<file path="src/rtl/dmem_arb_pkg.sv">
// Shared types and defaults for the data-memory arbiter and the memory it fronts.
// Latency: n/a (types and constants only).
// Backpressure: n/a.
package dmem_arb_pkg;

  // Owner of the previous cycle's grant; IDLE means nobody was granted.
  typedef enum logic [1:0] {
    IDLE = 2'd0,
    OWN0 = 2'd1,
    OWN1 = 2'd2
  } arb_state_t;

  // Burst counter width; holds MAX_BURST values up to 15.
  localparam int CNT_W = 4;

  // Defaults shared with the data memory instance.
  localparam int DEF_AW = 10;
  localparam int DEF_DW = 32;

endpackage

</file>
<file path="src/rtl/dmem_arb_fsm.sv">
// Two-master grant FSM: sticky owner with a burst cap, m0 wins from IDLE.
// Latency: grants are combinational in the request cycle; state moves at the edge.
// Backpressure: a master is held off by simply not being granted; at most MAX_BURST cycles.
module dmem_arb_fsm
  import dmem_arb_pkg::*;
#(
  parameter int MAX_BURST = 4
) (
  input  logic clk,
  input  logic rst,
  input  logic i_req0,
  input  logic i_req1,
  output logic o_gnt0,
  output logic o_gnt1
);

  localparam logic [CNT_W-1:0] LP_MAX = CNT_W'(MAX_BURST);

  arb_state_t       r_state;
  arb_state_t       w_state_nxt;
  logic [CNT_W-1:0] r_cnt;
  logic [CNT_W-1:0] w_cnt_nxt;
  logic             w_gnt0;
  logic             w_gnt1;
  logic             w_burst_left;

  assign w_burst_left = (r_cnt < LP_MAX);

  // Owner/burst-count register; reset restarts arbitration from IDLE.
  always_ff @(posedge clk or negedge rst) begin
    if (!rst) begin
      r_state <= IDLE;
      r_cnt   <= '0;
    end else begin
      r_state <= w_state_nxt;
      r_cnt   <= w_cnt_nxt;
    end
  end

  // Grant decision and next owner/count.
  always_comb begin
    w_gnt0      = 1'b0;
    w_gnt1      = 1'b0;
    w_state_nxt = IDLE;
    w_cnt_nxt   = '0;

    unique case ({i_req1, i_req0})
      2'b01:   w_gnt0 = 1'b1;
      2'b10:   w_gnt1 = 1'b1;
      2'b11: begin
        unique case (r_state)
          OWN0: begin
            w_gnt0 = w_burst_left;
            w_gnt1 = !w_burst_left;
          end
          OWN1: begin
            w_gnt1 = w_burst_left;
            w_gnt0 = !w_burst_left;
          end
          default: w_gnt0 = 1'b1;
        endcase
      end
      default: ;
    endcase

    // Grants are suppressed while reset is held so nothing reaches the memory.
    w_gnt0 = w_gnt0 & rst;
    w_gnt1 = w_gnt1 & rst;

    if (w_gnt0) begin
      w_state_nxt = OWN0;
      w_cnt_nxt   = (r_state == OWN0) ? (w_burst_left ? r_cnt + 1'b1 : LP_MAX)
                                      : CNT_W'(1);
    end else if (w_gnt1) begin
      w_state_nxt = OWN1;
      w_cnt_nxt   = (r_state == OWN1) ? (w_burst_left ? r_cnt + 1'b1 : LP_MAX)
                                      : CNT_W'(1);
    end
  end

  assign o_gnt0 = w_gnt0;
  assign o_gnt1 = w_gnt1;

endmodule

</file>
<file path="src/rtl/dmem_arbiter.sv">
// Shares one single-port data memory between the core (m0) and a secondary master (m1).
// Latency: grant and write in the request cycle; read data/rvalid one cycle after the grant.
// Backpressure: ungranted masters hold req; the burst cap bounds the wait to MAX_BURST+1 cycles.
module dmem_arbiter
  import dmem_arb_pkg::*;
#(
  parameter int AW        = DEF_AW,
  parameter int DW        = DEF_DW,
  parameter int MAX_BURST = 4
) (
  input  logic          clk,
  input  logic          rst,
  input  logic          m0_req,
  input  logic          m0_we,
  input  logic [AW-1:0] m0_addr,
  input  logic [DW-1:0] m0_wdata,
  output logic          m0_gnt,
  output logic          m0_rvalid,
  output logic [DW-1:0] m0_rdata,
  input  logic          m1_req,
  input  logic          m1_we,
  input  logic [AW-1:0] m1_addr,
  input  logic [DW-1:0] m1_wdata,
  output logic          m1_gnt,
  output logic          m1_rvalid,
  output logic [DW-1:0] m1_rdata,
  output logic          mem_we,
  output logic [AW-1:0] mem_addr,
  output logic [DW-1:0] mem_wdata,
  input  logic [DW-1:0] mem_rdata
);

  logic          w_m0_gnt;
  logic          w_m1_gnt;
  logic          w_m0_rd;
  logic          w_m1_rd;
  logic          r_m0_rvalid;
  logic          r_m1_rvalid;
  logic [DW-1:0] r_m0_rdata;
  logic [DW-1:0] r_m1_rdata;

  dmem_arb_fsm #(
    .MAX_BURST (MAX_BURST)
  ) u_fsm (
    .clk    (clk),
    .rst    (rst),
    .i_req0 (m0_req),
    .i_req1 (m1_req),
    .o_gnt0 (w_m0_gnt),
    .o_gnt1 (w_m1_gnt)
  );

  // m0 drives the memory bus by default so the address is stable when idle.
  assign mem_addr  = w_m1_gnt ? m1_addr  : m0_addr;
  assign mem_wdata = w_m1_gnt ? m1_wdata : m0_wdata;
  assign mem_we    = (w_m0_gnt & m0_we) | (w_m1_gnt & m1_we);

  assign w_m0_rd = w_m0_gnt & !m0_we;
  assign w_m1_rd = w_m1_gnt & !m1_we;

  // Capture read data for the granted reader; rvalid is a one-cycle pulse, rdata holds.
  always_ff @(posedge clk or negedge rst) begin
    if (!rst) begin
      r_m0_rvalid <= 1'b0;
      r_m1_rvalid <= 1'b0;
      r_m0_rdata  <= '0;
      r_m1_rdata  <= '0;
    end else begin
      r_m0_rvalid <= w_m0_rd;
      r_m1_rvalid <= w_m1_rd;
      if (w_m0_rd) r_m0_rdata <= mem_rdata;
      if (w_m1_rd) r_m1_rdata <= mem_rdata;
    end
  end

  assign m0_gnt    = w_m0_gnt;
  assign m1_gnt    = w_m1_gnt;
  assign m0_rvalid = r_m0_rvalid;
  assign m1_rvalid = r_m1_rvalid;
  assign m0_rdata  = r_m0_rdata;
  assign m1_rdata  = r_m1_rdata;

endmodule

</file>
<file path="config.mk">
export PLATFORM = sky130hd
export DESIGN_NAME = dmem_arbiter
export DESIGN_NICKNAME = d
export VERILOG_FILES = /design/src/rtl/dmem_arb_pkg.sv /design/src/rtl/dmem_arb_fsm.sv /design/src/rtl/dmem_arbiter.sv
export SDC_FILE = /design/constraint.sdc
export NUM_CORES = 1
export LEC_CHECK = 0
export CAP_MARGIN = 30
export CORE_MARGIN = 5
export CORE_UTILIZATION = 36
export CTS_CLUSTER_DIAMETER = 100
export CTS_CLUSTER_SIZE = 16
export DETAILED_ROUTE_END_ITERATION = 6
export HOLD_SLACK_MARGIN = 0.1
export PLACE_DENSITY = 0.78
export SYNTH_ARGS = -nofsm -noshare
export SYNTH_HDL_FRONTEND = slang
export SYNTH_SLANG_ARGS = --single-unit
export TNS_END_PERCENT = 100
</file>
<file path="constraint.sdc">
create_clock -name clk -period 2.7 [get_ports clk]
set_input_delay 0.54 -clock clk [delete_from_list [all_inputs] [get_ports clk]]
set_output_delay 0.54 -clock clk [all_outputs]
set_load 0.01 [all_outputs]
</file>
# After elaboration in Yosys (flattened, before gate mapping)
# Index checks and enable logic that the tools add are counted.
[classes]
mux = 13
n_eq_ne = 5
n_lt_le_gt_ge = 1
addsub = 1
bitwise_logic = 7
reduce_logical = 3
[op_table]
columns = ["op", "count"]
rows = [
  ["$mux W32", 1],
  ["$mux W4", 5],
  ["$mux W10", 1],
  ["$pmux W1 S2", 4],
  ["$and A1 B1 Y1", 6],
  ["$eq A2 B2 Y1 const B", 3],
  ["$add A4 B1 Y4 const B", 1],
  ["$eq A2 B1 Y1 const B", 2],
  ["$lt A4 B3 Y1 const B", 1],
  ["$mux W2", 2],
  ["$logic_not A1 Y1", 3],
  ["$or A1 B1 Y1", 1],
]
[word_totals]
output_inout_bits = 111
inputBits = 122
reg_bits = 72

# Longest topological paths before layout
[depth]
word_depth = 7
mapped_depth = 7

# Modules after synthesis
# Synthesis repeated with hierarchy kept, for this count alone.
[hier_totals]
hier_cells = 226
hier_area_um2 = 3509.6
[by_module_without_submodules]
columns = ["module", "area_each_um2", "cells_per_inst", "n_inst"]
rows = [
  ["dmem_arbiter", 3090.5, 189, 1],
  ["dmem_arb_fsm", 419.2, 37, 1],
]

# Worst setup path after synthesis
# OpenSTA, ideal clock, no wires.
[synth_path]
path_type = "register to output"
startpoint = "register u_fsm.r_state[1]"
endpoint = "output mem_we"
path_stages_with_launch = 6
setup_slack_ns = 0.328
path_buffers = 0
arrival_ns = 1.832
cell_sequence = "dfrtp_1 -> inv_1 -> ha_1 -> or3b_1 -> a31oi_1 -> a22o_1"
[synth_between]
elab_chain_cells = 6
elab_cells_between_ends = 11
cone_classes = "2 x eq/ne; 4 x mux; 5 x bitwise"
[synth_lines]
columns = ["element", "line_no", "rtl"]
rows = [
  ["from (decl)", "dmem_arb_fsm.sv:19", "arb_state_t r_state;"],
  ["from (signal assigned)", "dmem_arb_fsm.sv:35", "r_state <= w_state_nxt;"],
  ["$eq A2 B2 Y1 / $eq A2 B1 Y1 (equally long branches)", "dmem_arb_fsm.sv:51", "unique case (r_state)"],
  ["$pmux W1 S2 *", "dmem_arb_fsm.sv:51", ""],
  ["$pmux W1 S2 *", "dmem_arb_fsm.sv:47", "unique case ({i_req1, i_req0})"],
  ["$and A1 B1 Y1 *", "dmem_arb_fsm.sv:67", "w_gnt0 = w_gnt0 & rst;"],
  ["via m0_gnt", "dmem_arbiter.sv:17", "output logic m0_gnt,"],
  ["$and A1 B1 Y1 *", "dmem_arbiter.sv:56", "assign mem_we = (w_m0_gnt & m0_we) | (w_m1_gnt & m1_we);"],
  ["$or A1 B1 Y1 *", "dmem_arbiter.sv:56", ""],
  ["to (decl)", "dmem_arbiter.sv:27", "output logic mem_we,"],
]
# Mark *: on every way through the listed nets, which the timed path passes. The rest lies on a longest branch.

# Final worst setup path
[layout_path]
startpoint = "register u_fsm.r_state[1]"
endpoint = "output mem_wdata[0]"
[layout_between]
elab_chain_cells = 5
elab_cells_between_ends = 6
cone_classes = "2 x eq/ne; 3 x mux; 1 x bitwise"
[layout_lines]
columns = ["element", "line_no", "rtl"]
rows = [
  ["$eq A2 B2 Y1 / $eq A2 B1 Y1 (equally long branches)", "dmem_arb_fsm.sv:51", ""],
  ["$pmux W1 S2 *", "dmem_arb_fsm.sv:51", ""],
  ["$pmux W1 S2 *", "dmem_arb_fsm.sv:47", ""],
  ["$and A1 B1 Y1 *", "dmem_arb_fsm.sv:68", "w_gnt1 = w_gnt1 & rst;"],
  ["$mux W32 *", "dmem_arbiter.sv:55", "assign mem_wdata = w_m1_gnt ? m1_wdata : m0_wdata;"],
  ["to (decl)", "dmem_arbiter.sv:29", "output logic [DW-1:0] mem_wdata,"],
]
# Mark *: on every way between the ends. The rest lies on a longest branch, timed or not.

==> report_table.html <==
<table>
<tr><th>Metric</th><th>Value</th></tr>
<tr><th colspan="2">Outcome</th></tr>
<tr><td>Result of the run</td><td>finished with violations</td></tr>
<tr><td>Violations in the final reports</td><td>setup timing</td></tr>
<tr><th colspan="2">Routing</th></tr>
<tr><td>Wire length reported by the detailed router</td><td>about 13 mm</td></tr>
<tr><td>Ratio of routed vias to standard cells</td><td>~4.7</td></tr>
<tr><td>Avg WL per Cell</td><td>19.8 µm</td></tr>
<tr><td>Count of antenna-violating nets left after detailed routing</td><td>0</td></tr>
<tr><td>First-pass iteration count of the detailed router</td><td>4</td></tr>
<tr><td>Remaining routing DRC violations</td><td>0</td></tr>
<tr><td>Initial detailed-routing violation count</td><td>86</td></tr>
<tr><td>Vias after detailed routing</td><td>3,005</td></tr>
<tr><th colspan="2">Yosys</th></tr>
<tr><td>Post-synthesis cell type with the largest combined area</td><td>sky130_fd_sc_hd__dfrtp_1</td></tr>
<tr><td>Synth cell count leaders</td><td>sky130_fd_sc_hd__mux2_2 (77), sky130_fd_sc_hd__dfrtp_1 (72), sky130_fd_sc_hd__mux2_4 (29)</td></tr>
<tr><td>Most frequently used cell type in the post-synthesis netlist</td><td>sky130_fd_sc_hd__mux2_2</td></tr>
<tr><td>Share of the synthesized area in the top cell type</td><td>0.510</td></tr>
<tr><td>Syn Nets</td><td>roughly 360</td></tr>
<tr><td>Average instance area after synthesis</td><td>~15 µm²</td></tr>
<tr><td>Total of flip-flops plus latches after synthesis</td><td>72</td></tr>
<tr><td>Ranking of synthesized cells by area</td><td>sky130_fd_sc_hd__dfrtp_1 (51%), sky130_fd_sc_hd__mux2_2 (25%), sky130_fd_sc_hd__mux2_4 (12%)</td></tr>
<tr><td>Total of warnings raised by yosys</td><td>0</td></tr>
<tr><td>Post-Syn Area</td><td>between 3000 and 4000 µm²</td></tr>
<tr><td>Primary FF master, synth</td><td>sky130_fd_sc_hd__dfrtp_1</td></tr>
<tr><td>Number of different library cells in the post-synthesis netlist</td><td>28</td></tr>
<tr><td>Proportion of synthesized chip area in sequential cells</td><td>0.510</td></tr>
<tr><td>Number of flops mapped to enable cells by yosys</td><td>0</td></tr>
<tr><td>Syn Inst Count</td><td>approximately 230</td></tr>
<tr><td>Share of synthesized registers carrying an async set or reset</td><td>1.00</td></tr>
<tr><th colspan="2">Setup path</th></tr>
<tr><td>Critical path origin</td><td>u_fsm.r_state[1]</td></tr>
<tr><td>Chain of cells forming the critical path</td><td>inv_2, ha_4, o21a_4, o31ai_4, buf_6, buf_12, clkbuf_16, mux2_4, buf_6</td></tr>
<tr><td>CP dominant cell by count</td><td>sky130_fd_sc_hd__buf_6</td></tr>
<tr><td>Cell family with most CP delay</td><td>buffers and inverters</td></tr>
<tr><td>Critical path fanouts, max</td><td>4</td></tr>
<tr><td>Critical register-to-register path startpoint</td><td>u_fsm.r_state[1]</td></tr>
<tr><td>Destination of the worst register-to-register timing path</td><td>m0_rdata[2]</td></tr>
<tr><td>Largest stage delay on the critical path</td><td>around 0.42 ns</td></tr>
<tr><td>Worst setup SP type</td><td>flip-flop</td></tr>
<tr><td>Highest-delay cell along the critical path</td><td>sky130_fd_sc_hd__dfrtp_1</td></tr>
<tr><td>Levels on crit path</td><td>9</td></tr>
<tr><td>Critical path type</td><td>flip-flop to output pin</td></tr>
<tr><td>Crit path arrival time</td><td>about 2.3 ns</td></tr>
<tr><td>Worst setup EP type</td><td>output pin</td></tr>
<tr><td>CP Capture Point</td><td>mem_wdata[0]</td></tr>
<tr><td>CP Data Required Time</td><td>roughly 2.2 ns</td></tr>
<tr><td>Depth of the most critical reg-to-reg path</td><td>9</td></tr>
<tr><td>Total buffers and inverters traversed by the critical path</td><td>5</td></tr>
<tr><td>FF-to-FF setup slack</td><td>roughly 0.19 ns</td></tr>
<tr><th colspan="2">Power and ir drop</th></tr>
<tr><td>Pwr/cell area</td><td>approximately 530 nW/µm²</td></tr>
<tr><td>Leak</td><td>around 3.1 nW</td></tr>
<tr><td>Total design power</td><td>around 3.6 mW</td></tr>
<tr><td>Peak supply drop</td><td>approximately 0.00022 V</td></tr>
<tr><th colspan="2">Clock network</th></tr>
<tr><td>Clock latency at the later pin of the worst-skew pair</td><td>0.34 ns</td></tr>
<tr><td>Hold-fix buffer count after cts</td><td>0</td></tr>
<tr><td>Longest Clk Path Bufs</td><td>2</td></tr>
<tr><td>Number of buffers added by the clock tree synthesis step</td><td>9</td></tr>
<tr><td>Root buffer selected by CTS</td><td>sky130_fd_sc_hd__clkbuf_8</td></tr>
<tr><td>Clock tree from TritonCTS</td><td>built</td></tr>
<tr><td>CTS Sinks</td><td>72</td></tr>
<tr><td>H-tree depth</td><td>3</td></tr>
<tr><td>Clk pin slew, worst setup/hold paths</td><td>approximately 0.07 ns</td></tr>
<tr><th colspan="2">GRT</th></tr>
<tr><td>Total congestion overflow after global routing</td><td>0</td></tr>
<tr><td>First-pass GRT wire length</td><td>18.4 mm</td></tr>
<tr><td>Number of antenna violations at the first check in global routing</td><td>0</td></tr>
<tr><td>Tot GR Track Use</td><td>0.208</td></tr>
<tr><td>Largest net degree at the start of global routing</td><td>76</td></tr>
<tr><td>Via count of the first global-routing pass</td><td>3,386</td></tr>
<tr><th colspan="2">STA</th></tr>
<tr><td>Worst-Margin Slew</td><td>approximately 0.67 ns</td></tr>
<tr><td>Endpoints failing hold</td><td>0</td></tr>
<tr><td>Total of endpoints with negative setup slack in the final report</td><td>36</td></tr>
<tr><td>Final Max Slew Viols</td><td>0</td></tr>
<tr><td>Worst max-slew margin expressed relative to the limit</td><td>0.547</td></tr>
<tr><td>Final clock period utilization by the worst path</td><td>1.05</td></tr>
<tr><td>Post-layout minimum cycle time</td><td>between 2 and 3 ns</td></tr>
<tr><td>Max Clock Skew</td><td>0.00758 ns</td></tr>
<tr><td>Post-route setup slack</td><td>-0.125 ns</td></tr>
<tr><td>Unrepaired setup endpoints after global routing</td><td>true</td></tr>
<tr><td>Highest clock rate</td><td>roughly 350 MHz</td></tr>
<tr><th colspan="2">Die</th></tr>
<tr><td>Starting utilization of the core area</td><td>0.365</td></tr>
<tr><td>Full die area</td><td>approximately 12,000 µm²</td></tr>
<tr><td>Standard cell core area</td><td>roughly 9700 µm²</td></tr>
<tr><td>Total number of placement rows</td><td>36</td></tr>
<tr><td>Die outline width</td><td>109 µm</td></tr>
<tr><td>Number of ports placed on the die boundary</td><td>between 200 and 250</td></tr>
<tr><td>Vert. Die Dim</td><td>approximately 110 µm</td></tr>
<tr><th colspan="2">Finish</th></tr>
<tr><td>Filler-free cell count of the finished design</td><td>641</td></tr>
<tr><td>Register area</td><td>~1800 µm²</td></tr>
<tr><td>Final-layout fill cell count</td><td>672</td></tr>
<tr><td>Layout area overhead</td><td>93.3%</td></tr>
<tr><td>Final layout net count</td><td>between 600 and 700</td></tr>
<tr><td>Final Core Density</td><td>0.705</td></tr>
<tr><td>Layout cells sized above 1</td><td>0.443</td></tr>
<tr><td>Antenna cell count</td><td>0</td></tr>
<tr><td>Multi-input gate area in the final layout</td><td>between 1500 and 2000 µm²</td></tr>
<tr><th colspan="2">Placed design</th></tr>
<tr><td>Port Buffers</td><td>about 230</td></tr>
<tr><td>Post-placement setup slack</td><td>-0.454 ns</td></tr>
<tr><td>Gpl congestion</td><td>~0.9</td></tr>
<tr><td>Number of placed instances with taps included</td><td>between 600 and 700</td></tr>
<tr><td>Post-detail-place hpwl</td><td>between 9 and 10 mm</td></tr>
<tr><th colspan="2">Hold path</th></tr>
<tr><td>Path type of the worst min-delay path</td><td>primary input to asynchronous set/reset pin</td></tr>
<tr><th colspan="2">Job</th></tr>
<tr><td>Count of max-cap constraint violations</td><td>0</td></tr>
</table>
[per-stage QoR]
step	TNS, ns	hold WS [ns]	area, µm²
CTS	-2.45	0.250	6710
floorplan	0	0.244	3530
finish	-3.63	0.237	6830
global route	-6.99	0.239	6830
detailed placement	-16.83	0.491	6180
global placement	-15.34	0.489	6180
[kinds of logic after synthesis]
logic type / share of synthesized area
adder cells (fa/ha/maj): 0.0177
AO/OA/AOI/OAI: 0.0432
buffers and inverters: 0.0336
multiplexers: 0.374
flip-flops: 0.510
AND/OR/NAND/NOR: 0.0202
other: 0.00106
[power breakdown]
part	internal (mW)	total [mW]	switching (mW)	leakage [nW]
sequential	1.31	1.43	0.127	0.867
combinational	0.984	1.47	0.486	2.11
clock	0.343	0.721	0.378	0.0838
total	2.63	3.62	0.991	3.06
[final cells by class]
cell class / instances / area share
repair buffers: 277 / 0.417
multi-input cells: 141 / 0.269
well taps: 133 / 0.0244
flip-flops and latches: 72 / 0.264
inverters: 4 / 0.00220
clock inverters: 4 / 0.00330
clock buffers: 10 / 0.0202
[flip-flops by register name, summed over array words and instances (netlist names)]
name and cells:
m0_rdata 32, m0_rvalid 1, m1_rdata 32, m1_rvalid 1, u_fsm.r_cnt 4, u_fsm.r_state 2
[worst min-delay path by stage]
stage	endpoint	slack, ns	cells past startpoint	from
floorplan	m0_rdata[0]	0.24	0	rst
global placement	m0_rdata[17]	0.49	1	m0_rdata[17]
detailed placement	m1_rdata[13]	0.49	1	m1_rdata[13]
CTS	m1_rdata[24]	0.25	2	rst
global route	m0_rdata[30]	0.24	2	rst
finish	m0_rdata[30]	0.24	2	rst
[placed cells by master, fill, tap and decap left out, types with 2 or more instances in the layout]
cell and count:
sky130_fd_sc_hd__a311oi_4 2, sky130_fd_sc_hd__buf_12 6, sky130_fd_sc_hd__buf_4 28, sky130_fd_sc_hd__buf_6 51
sky130_fd_sc_hd__clkbuf_2 2, sky130_fd_sc_hd__clkbuf_8 10, sky130_fd_sc_hd__clkdlybuf4s50_1 186, sky130_fd_sc_hd__clkinv_2 3
sky130_fd_sc_hd__dfrtp_1 72, sky130_fd_sc_hd__ha_1 2, sky130_fd_sc_hd__ha_4 2, sky130_fd_sc_hd__inv_2 3
sky130_fd_sc_hd__mux2_2 37, sky130_fd_sc_hd__mux2_4 69, sky130_fd_sc_hd__mux2i_1 2, sky130_fd_sc_hd__nand2_1 2
sky130_fd_sc_hd__nand3_1 2, sky130_fd_sc_hd__nor2_1 2, sky130_fd_sc_hd__o21ai_0 2, sky130_fd_sc_hd__o311ai_0 2
sky130_fd_sc_hd__o31a_1 2, sky130_fd_sc_hd__o31ai_1 3, sky130_fd_sc_hd__or3b_4 2
[layer usage]
| metal | wire [µm] | global-route usage | part of all wire | vias to the layer above |
|---|---|---|---|---|
| met1 | 4460 | 0.216 | 0.35 | 1457 |
| met5 | 0 | 0 | 0 | - |
| li1 | - | - | - | 1387 |
| met2 | 6900 | 0.387 | 0.54 | 146 |
| met4 | 219 | 0.0748 | 0.017 | 0 |
| met3 | 1110 | 0.0663 | 0.087 | 15 |
[timing repair]
| item | CTS | global route |
|---|---|---|
| resized for setup | 277 | 29 |
| pin swaps | 1 | 3 |
| buffers inserted | 14 | 2 |
| endpoints found under the setup margin | 45 | 45 |
| cloned | 3 | 1 |
Note: power is estimated with default switching activity, not from simulation.
